==> src/rtl/cdb_arbiter.sv <==
`default_nettype none
// +--------------------------------------------------------------------------+
// | Module      : cdb_arbiter                                                |
// | Description : Common data bus arbiter. Each functional unit hands a      |
// |               finished result into a one-entry holding slot; a round-    |
// |               robin scheduler broadcasts one held result per cycle on a  |
// |               registered CDB output. A held result is broadcast on the   |
// |               edge after the one that loaded it.                         |
// | Options     : CDB_ARB_PERF_EN adds per-source stall counters and a       |
// |               broadcast counter as extra output ports.                   |
// | Revision    : 1.0 - initial release                                      |
// +--------------------------------------------------------------------------+
module cdb_arbiter #(
   parameter int N_REQ  = 3,
   parameter int ROB_W  = 3,
   parameter int DATA_W = 32
) (
   input  logic                      clk,
   input  logic                      rst,
   input  logic                      flush,
   input  logic [N_REQ-1:0]          req_valid,
   input  logic [N_REQ*ROB_W-1:0]    req_rob_id,
   input  logic [N_REQ*DATA_W-1:0]   req_value,
   input  logic [N_REQ-1:0]          req_branch,
   output logic [N_REQ-1:0]          req_ready,
   output logic                      cdb_valid,
   output logic [ROB_W-1:0]          cdb_rob_id,
   output logic [DATA_W-1:0]         cdb_value,
   output logic                      cdb_branch,
`ifdef CDB_ARB_PERF_EN
   output logic [$clog2(N_REQ)-1:0]  cdb_src,
   output logic [N_REQ*16-1:0]       perf_stall_cnt,
   output logic [31:0]               perf_bcast_cnt
`else
   output logic [$clog2(N_REQ)-1:0]  cdb_src
`endif
);

   localparam int                 c_src_w = $clog2(N_REQ);
   localparam logic [c_src_w-1:0] c_last  = c_src_w'(N_REQ - 1);
   localparam logic [c_src_w:0]   c_n_req = (c_src_w + 1)'(N_REQ);

   // Holding slots, one per source
   logic [N_REQ-1:0]   r_slot_valid;
   logic [ROB_W-1:0]   r_slot_rob_id [N_REQ];
   logic [DATA_W-1:0]  r_slot_value  [N_REQ];
   logic [N_REQ-1:0]   r_slot_branch;

   // Scheduler state and registered broadcast
   logic [c_src_w-1:0] r_rr_ptr;
   logic               r_cdb_valid;
   logic [ROB_W-1:0]   r_cdb_rob_id;
   logic [DATA_W-1:0]  r_cdb_value;
   logic               r_cdb_branch;
   logic [c_src_w-1:0] r_cdb_src;

   // Combinational arbitration results
   logic               w_any;
   logic [c_src_w-1:0] w_winner;
   logic [c_src_w:0]   w_scan;
   logic [N_REQ-1:0]   w_grant;
   logic [c_src_w-1:0] w_next_ptr;
   logic [N_REQ-1:0]   w_ready;
   logic [N_REQ-1:0]   w_accept;

   // Round-robin scan of held slots starting at rr_ptr; the index wraps by
   // explicit compare so non-power-of-two source counts work.
   always_comb begin
      w_any    = 1'b0;
      w_winner = '0;
      w_scan   = '0;
      for (int k = 0; k < N_REQ; k++) begin
         w_scan = {1'b0, r_rr_ptr} + (c_src_w + 1)'(k);
         if (w_scan >= c_n_req) begin
            w_scan = w_scan - c_n_req;
         end
         if (!w_any && r_slot_valid[w_scan[c_src_w-1:0]]) begin
            w_any    = 1'b1;
            w_winner = w_scan[c_src_w-1:0];
         end
      end
   end

   // One-hot grant to the scan winner, zero when nothing is held
   always_comb begin
      w_grant = '0;
      if (w_any) begin
         w_grant[w_winner] = 1'b1;
      end
   end

   assign w_next_ptr = (w_winner == c_last) ? '0 : w_winner + 1'b1;

   // A slot being granted this cycle can take a new result at the same edge
   assign w_ready  = {N_REQ{rst & ~flush}} & (~r_slot_valid | w_grant);
   assign w_accept = req_valid & w_ready;

   // Slot occupancy, pointer and CDB broadcast register
   always_ff @(posedge clk) begin
      if (!rst) begin
         r_slot_valid <= '0;
         r_rr_ptr     <= '0;
         r_cdb_valid  <= 1'b0;
         r_cdb_rob_id <= '0;
         r_cdb_value  <= '0;
         r_cdb_branch <= 1'b0;
         r_cdb_src    <= '0;
      end else if (flush) begin
         r_slot_valid <= '0;
         r_rr_ptr     <= '0;
         r_cdb_valid  <= 1'b0;
      end else begin
         r_slot_valid <= w_accept | (r_slot_valid & ~w_grant);
         r_cdb_valid  <= w_any;
         if (w_any) begin
            r_rr_ptr     <= w_next_ptr;
            r_cdb_rob_id <= r_slot_rob_id[w_winner];
            r_cdb_value  <= r_slot_value[w_winner];
            r_cdb_branch <= r_slot_branch[w_winner];
            r_cdb_src    <= w_winner;
         end
      end
   end

   // Slot payload capture on accept; payload is meaningless while invalid
   always_ff @(posedge clk) begin
      for (int i = 0; i < N_REQ; i++) begin
         if (w_accept[i]) begin
            r_slot_rob_id[i] <= req_rob_id[i*ROB_W +: ROB_W];
            r_slot_value[i]  <= req_value[i*DATA_W +: DATA_W];
            r_slot_branch[i] <= req_branch[i];
         end
      end
   end

   assign req_ready  = w_ready;
   assign cdb_valid  = r_cdb_valid;
   assign cdb_rob_id = r_cdb_rob_id;
   assign cdb_value  = r_cdb_value;
   assign cdb_branch = r_cdb_branch;
   assign cdb_src    = r_cdb_src;

`ifdef CDB_ARB_PERF_EN
   logic [31:0] r_bcast_cnt;

   for (genvar i = 0; i < N_REQ; i++) begin : g_stall
      logic [15:0] r_stall_cnt;

      // Saturating count of cycles this source offers a result but is refused
      always_ff @(posedge clk) begin
         if (!rst) begin
            r_stall_cnt <= '0;
         end else if (req_valid[i] && !w_ready[i] && (r_stall_cnt != 16'hFFFF)) begin
            r_stall_cnt <= r_stall_cnt + 16'd1;
         end
      end

      assign perf_stall_cnt[i*16 +: 16] = r_stall_cnt;
   end

   // Wrapping count of cycles with a valid broadcast on the bus
   always_ff @(posedge clk) begin
      if (!rst) begin
         r_bcast_cnt <= '0;
      end else if (r_cdb_valid) begin
         r_bcast_cnt <= r_bcast_cnt + 32'd1;
      end
   end

   assign perf_bcast_cnt = r_bcast_cnt;
`endif

endmodule
`default_nettype wire

==> config.mk <==
export PLATFORM = sky130hd
export DESIGN_NAME = cdb_arbiter
export DESIGN_NICKNAME = d
export VERILOG_FILES = /design/src/rtl/cdb_arbiter.sv
export SDC_FILE = /design/constraint.sdc
export NUM_CORES = 1
export LEC_CHECK = 0
export CORE_ASPECT_RATIO = 0.5
export CORE_MARGIN = 3
export CORE_UTILIZATION = 52
export CTS_CLUSTER_SIZE = 14
export DETAILED_ROUTE_END_ITERATION = 16
export PLACE_DENSITY = 0.82
export SETUP_SLACK_MARGIN = 0.5
export SLEW_MARGIN = 20
export SYNTH_ARGS = -nofsm -noshare
export SYNTH_HDL_FRONTEND = slang
export SYNTH_SLANG_ARGS = --single-unit
==> constraint.sdc <==
create_clock -name clk -period 5.9 [get_ports clk]
set_clock_uncertainty 0.2 [all_clocks]
set_input_delay 1.18 -clock clk [delete_from_list [all_inputs] [get_ports clk]]
set_output_delay 1.18 -clock clk [all_outputs]
set_load 0.01 [all_outputs]
# --- Yosys cells after proc, flatten, opt, wreduce, memory -nomap -nowiden ---
# Memories as Yosys holds them, arrays and structs flattened. A register that Yosys moved wholly into a read port is not among the register bits.
# Cells that the tools add are included.
word_totals:
  regBits: 12
  ram_bits: 105
  inputBits: 114
  output_inout_bits: 42
  elab_cells: 71
  n_memories: 2
memory_table:
  columns: ["memory", "depth", "width", "read_ports", "rd_ports_with_merged_regs", "write_ports", "line", "text"]
  rows:
  - ["r_slot_value", 3, 32, 1, 1, 3, "46", "logic [DATA_W-1:0] r_slot_value [N_REQ];"]
  - ["r_slot_rob_id", 3, 3, 1, 1, 3, "45", "logic [ROB_W-1:0] r_slot_rob_id [N_REQ];"]
classes:
  addsub: 6
  n_lt_le_gt_ge: 8
  eq_ne: 1
  mux: 27
  n_bitwise: 10
  n_reduce_logical: 9
ops:
  columns: ["cell", "n"]
  rows:
  - ["1-bit 2-to-1 mux", 14]
  - ["2-bit 2-to-1 mux", 7]
  - ["2-bit by 3-bit less-than comparator with 1-bit output, second input constant", 4]
  - ["3-bit bitwise AND", 3]
  - ["1-bit binary-select mux with 2-bit select", 4]
  - ["3-bit by 2-bit greater-or-equal comparator with 1-bit output, second input constant", 2]
  - ["3-bit inverter", 2]
  - ["3-bit OR", 2]
  - ["2-bit subtractor, second input constant", 3]
  - ["1-bit logical NOT", 4]
  - ["2-bit by 1-bit adder with 3-bit output, second input constant", 1]
  - ["2-bit by 2-bit adder with 3-bit output, second input constant", 1]
  - ["1-bit logical AND", 3]
  - ["3-bit 2-to-1 mux", 1]
  - ["2-bit by 1-bit adder with 2-bit output, second input constant", 1]
  - ["1-bit demux with 2-bit select", 1]
  - ["2-bit equality test, second input constant", 1]
  - ["2-bit by 1-bit greater-or-equal comparator with 1-bit output, second input constant", 1]
  - ["2-bit greater-or-equal comparator, second input constant", 1]
  - ["1-bit inverter", 2]
  - ["2-bit AND reduction", 1]
  - ["2-bit OR reduction", 1]
  - ["1-bit bitwise AND", 1]

# --- Longest topological paths before layout ---
logic_depth:
  word_depth: 21
  mapped_depth: 11
  mapped_depth_nobuf: 8

# --- Least setup slack after synthesis ---
# Ideal clock, no wire load.
synth_timing:
  path_type: "reg2out"
  startpoint: "register r_rr_ptr[1]"
  endpoint: "output port req_ready[1]"
  arrival_ns: 2.161
  required_time_ns: 4.520
  setup_slack_ns: 2.359
  stages_incl_launch_ff: 11
  n_path_buf: 2
  path_cell_list: "dfxtp_1 inv_1 ha_1 mux2_4 mux2i_4 o221ai_1 o21ai_2 buf_6 buf_6 o21ai_0 and2_1"
synth_via:
  elab_chain_len: 18
  elab_cells_between_ends: 35
  cone_classes: "add/sub (5); order compare (5); mux (18); bitwise (2); reduce/logical (5)"
synth_lines:
  columns: ["element", "line", "text"]
  rows:
  - ["start: declaration", "50", "logic [c_src_w-1:0] r_rr_ptr;"]
  - ["start signal: assignment", "116", "r_rr_ptr <= w_next_ptr;"]
  - ["parallel branches: the longest is 15 deep, another holds 2-bit by 1-bit adder with 3-bit output", null, null]
  - ["3-bit 2-to-1 mux *", "87", "if (w_any) begin"]
  - ["3-bit OR *", "95", "assign w_ready = {N_REQ{rst & ~flush}} & (~r_slot_valid | w_grant);"]
  - ["3-bit bitwise AND *", "95", null]
  - ["end: declaration", "25", "output logic [N_REQ-1:0] req_ready,"]
# Every way passes the cells marked *. The select of a mux whose other input is x is not followed.

# --- Worst setup path in the final report ---
layout_timing:
  startpoint: "register r_rr_ptr[0]"
  endpoint: "output port req_ready[0]"
# The elaborated chain is that of the path after synthesis.

==> metrics.csv <==
metric,value,unit
XOR/XNOR Fraction of Synth Area,0,
clock sinks,152,
Avg Inst Size Synth,16.5,um^2
initial antenna violation count,0,
Compound-Gate Fraction of Synth Area,0.0946,
worst reg-to-reg setup slack,2.14,ns
Initial Util,0.551,
worst r2r dst,r_slot_value[0][2]$_DFFE_PP_,
Inserted Clock Buffers,17,
ys async rst share,0,
Post-Synth Simple-Gate Area,0.0741,
most common cell in the netlist,edfxtp_1,
routability-driven placement congestion ratio,0.797,
LEAKAGE,2.94,nW
Area Overhead vs Synth,39.5,%
crit path launch,r_rr_ptr[0]$_SDFFE_PP0P_,
synth unique cells,40,
Slew headroom,0.327,
RSZ-0062 raised after global routing,false,
largest net degree at the start of global routing,38,
drt first pass iters,4,
mapped cell area,0.00579,mm^2
Multi-input gate area,0.00158,mm^2
"Top FF cell, synth",edfxtp_1,
initial DRC count,192,
Post-Syn Instances,350,
TritonCTS clock tree,yes,
Vias,3628,
syn_nets,468,
worst reg2reg path startpoint,r_rr_ptr[0]$_SDFFE_PP0P_,
Peak Freq,209,MHz
mux cell area share after synthesis,0.0918,
Pwr per Cell Area,321,mW/mm^2
Die Height,80.6,um
Yosys top cell by area,edfxtp_1,
first-pass GRT wire length,20300,um
setup bufs post-CTS,0,
crit end category,primary output,
Setup crit end,req_ready[0],
Post-route DRC,0,
"EDFF count, synth",108,
delay of the slowest critical-path stage,0.53,ns
register area,0.00412,mm^2
clk root buf,clkbuf_16,
H-tree Lvls,4,
"Seq/Total Area, Yosys",0.712,
post-cts sizing count,0,
post-route setup TNS,0,ns
Final min period,4.77,ns
GRT overflow,0,
clock-pin slew on the worst setup and hold paths,0.06,ns
Hold/Removal Path Class,flop to flop,
post-route ant nets,0,
port bufs,155,
#FFs+latches synth,152,
DR vias/cell,5.46,
worst slew pin tran,1.01,ns
Max Root-Sink Buffers,2,
clk_lat worst skew,0.41,ns
largest family of logic cells by synthesized area,compound AO/OA/AOI/OAI gates,
most frequent cells after synthesis,"edfxtp_1 (108), dfxtp_1 (44), and2_1 (39)",
Area contributors post-synth,"edfxtp_1 (56%), dfxtp_1 (15%), a221o_1 (6.2%), mux2_4 (4.9%), and2_1 (4.2%)",
WHS,0.271,ns
arrival time at the worst endpoint,3.39,ns
worst path cell trace,"inv_1, ha_1, mux2i_1, o22a_1, nand2_1, o311a_1, o21ai_0, and2_1, clkdlybuf4s50_1",
hold_buf cts,0,
Fill cells,621,
Crit Path Category,flop to primary output,
CP Data Required Time,4.52,ns
Die Wd,155,um
final number of setup-violating endpoints,0,
crit-path max FO,8,
WL/cell,20.2,um
vias in the first global route,3688,
die area,0.0125,mm^2
Ant. Diodes,0,
Synth Warn #,0,
max-slew violations,0,
crit start category,flop,
slowest CP cell,clkdlybuf4s50_1,
Top Ports,156,
NumNets Final,630,
fin crit share,0.809,
Worst R2R Path Depth,8,
CORE AREA,0.0105,mm^2
layout cells sized above 1,0.162,
gr usage total,0.218,
Hold Fails Final Rpt,0,
row count,26,
Detailed Place HPWL,8420,um
Post-Synth Adder-Cell Area,0.00864,
Yosys top cell area share,0.560,
worst vdd ir,0.224,mV
status,"finished, final reports clean",
max-cap violations,0,
Routed WL,13400,um
-- kinds of logic (layout without fill, tap and decap cells) --
family | after synthesis | after routing
buffers and inverters | 20 | 195
adder cells (fa/ha/maj) | 4 | 4
flip-flops | 152 | 152
AND/OR/NAND/NOR | 73 | 73
multiplexers | 40 | 40
AO/OA/AOI/OAI | 61 | 61
-- metal layers --
metal,track usage,vias to the layer above,routed length (um)
li1,-,1685,-
met1,0.270,1791,5650
met2,0.374,125,6810
met3,0.0506,27,673
met4,0.0934,0,286
met5,0,-,0
-- sequential cells by signal, indices dropped and copies added (netlist names) --
name and flops:
cdb_rob_id 3, r_slot_value 96, r_rr_ptr 2, r_slot_branch 3, cdb_branch 1, r_slot_rob_id 9
cdb_value 32, cdb_src 2, r_slot_valid 3, cdb_valid 1
-- critical path, delay by kind of cell, from the launching register on --
kind	cells	cell delay [ns]
AND/OR/NAND/NOR	2	0.26
AO/OA/AOI/OAI	3	0.93
adder cells (fa/ha/maj)	1	0.45
flip-flops	1	0.39
buffers and inverters	2	0.62
multiplexers	1	0.33
-- worst min path at each step --
stage                     slack [ns]  cells after the start                           from                         end
final                           0.27                      1  r_slot_rob_id[2][2]$_DFFE_PP_  cdb_rob_id[2]$_SDFFE_PN0P_
after detailed placement        0.26                      1  r_slot_value[2][29]$_DFFE_PP_  cdb_value[29]$_SDFFE_PN0P_
after global routing            0.28                      1   r_slot_value[2][7]$_DFFE_PP_   cdb_value[7]$_SDFFE_PN0P_
after CTS                       0.27                      1   r_slot_value[2][0]$_DFFE_PP_   cdb_value[0]$_SDFFE_PN0P_
after floorplan                 0.25                      1  r_slot_rob_id[2][0]$_DFFE_PP_  cdb_rob_id[0]$_SDFFE_PN0P_
after global placement          0.25                      1   r_slot_value[2][5]$_DFFE_PP_   cdb_value[5]$_SDFFE_PN0P_
-- stage by stage --
stage	area, um^2	total power (W)	std cells	utilization	setup WS [ns]
after floorplan	5790	0.00135	350	-	2.36
after global placement	7470	0.00148	633	0.711	1.71
after detailed placement	7470	0.00149	633	0.711	1.61
after CTS	8080	0.00261	665	0.769	1.14
after global routing	8080	0.00267	665	0.769	0.904
final	8080	0.00259	665	0.769	1.13
-- report_power, final --
group	total, W	internal [W]	switching (W)
Combinational	0.000265	0.000158	0.000107
Clock	0.00112	0.000682	0.000438
Sequential	0.00121	0.00119	0.0000177
-- cell usage in the layout, fill, tap and decap left out, types with 4 or more instances in the layout --
master	netlist	layout
a21oi_1	6	6
a221o_1	36	36
and2_1	39	38
clkbuf_16	0	17
clkdlybuf4s50_1	0	155
dfxtp_1	44	44
edfxtp_1	108	108
ha_1	4	4
inv_1	5	5
inv_6	0	4
mux2_2	19	19
mux2_4	19	19
nand2_1	9	9
nor2_1	7	7
nor2b_1	7	6
o21ai_0	6	6
-- cell type report --
| type | instances | share of cell area |
|---|---|---|
| clock buffer | 19 | 0.0548 |
| multi-input combinational | 178 | 0.195 |
| inverter | 5 | 0.00232 |
| sequential | 152 | 0.510 |
| clock inverter | 13 | 0.0207 |
| tap | 140 | 0.0217 |
| timing repair buffer | 158 | 0.195 |
No activity file was read; power rests on OpenSTA's default activity.
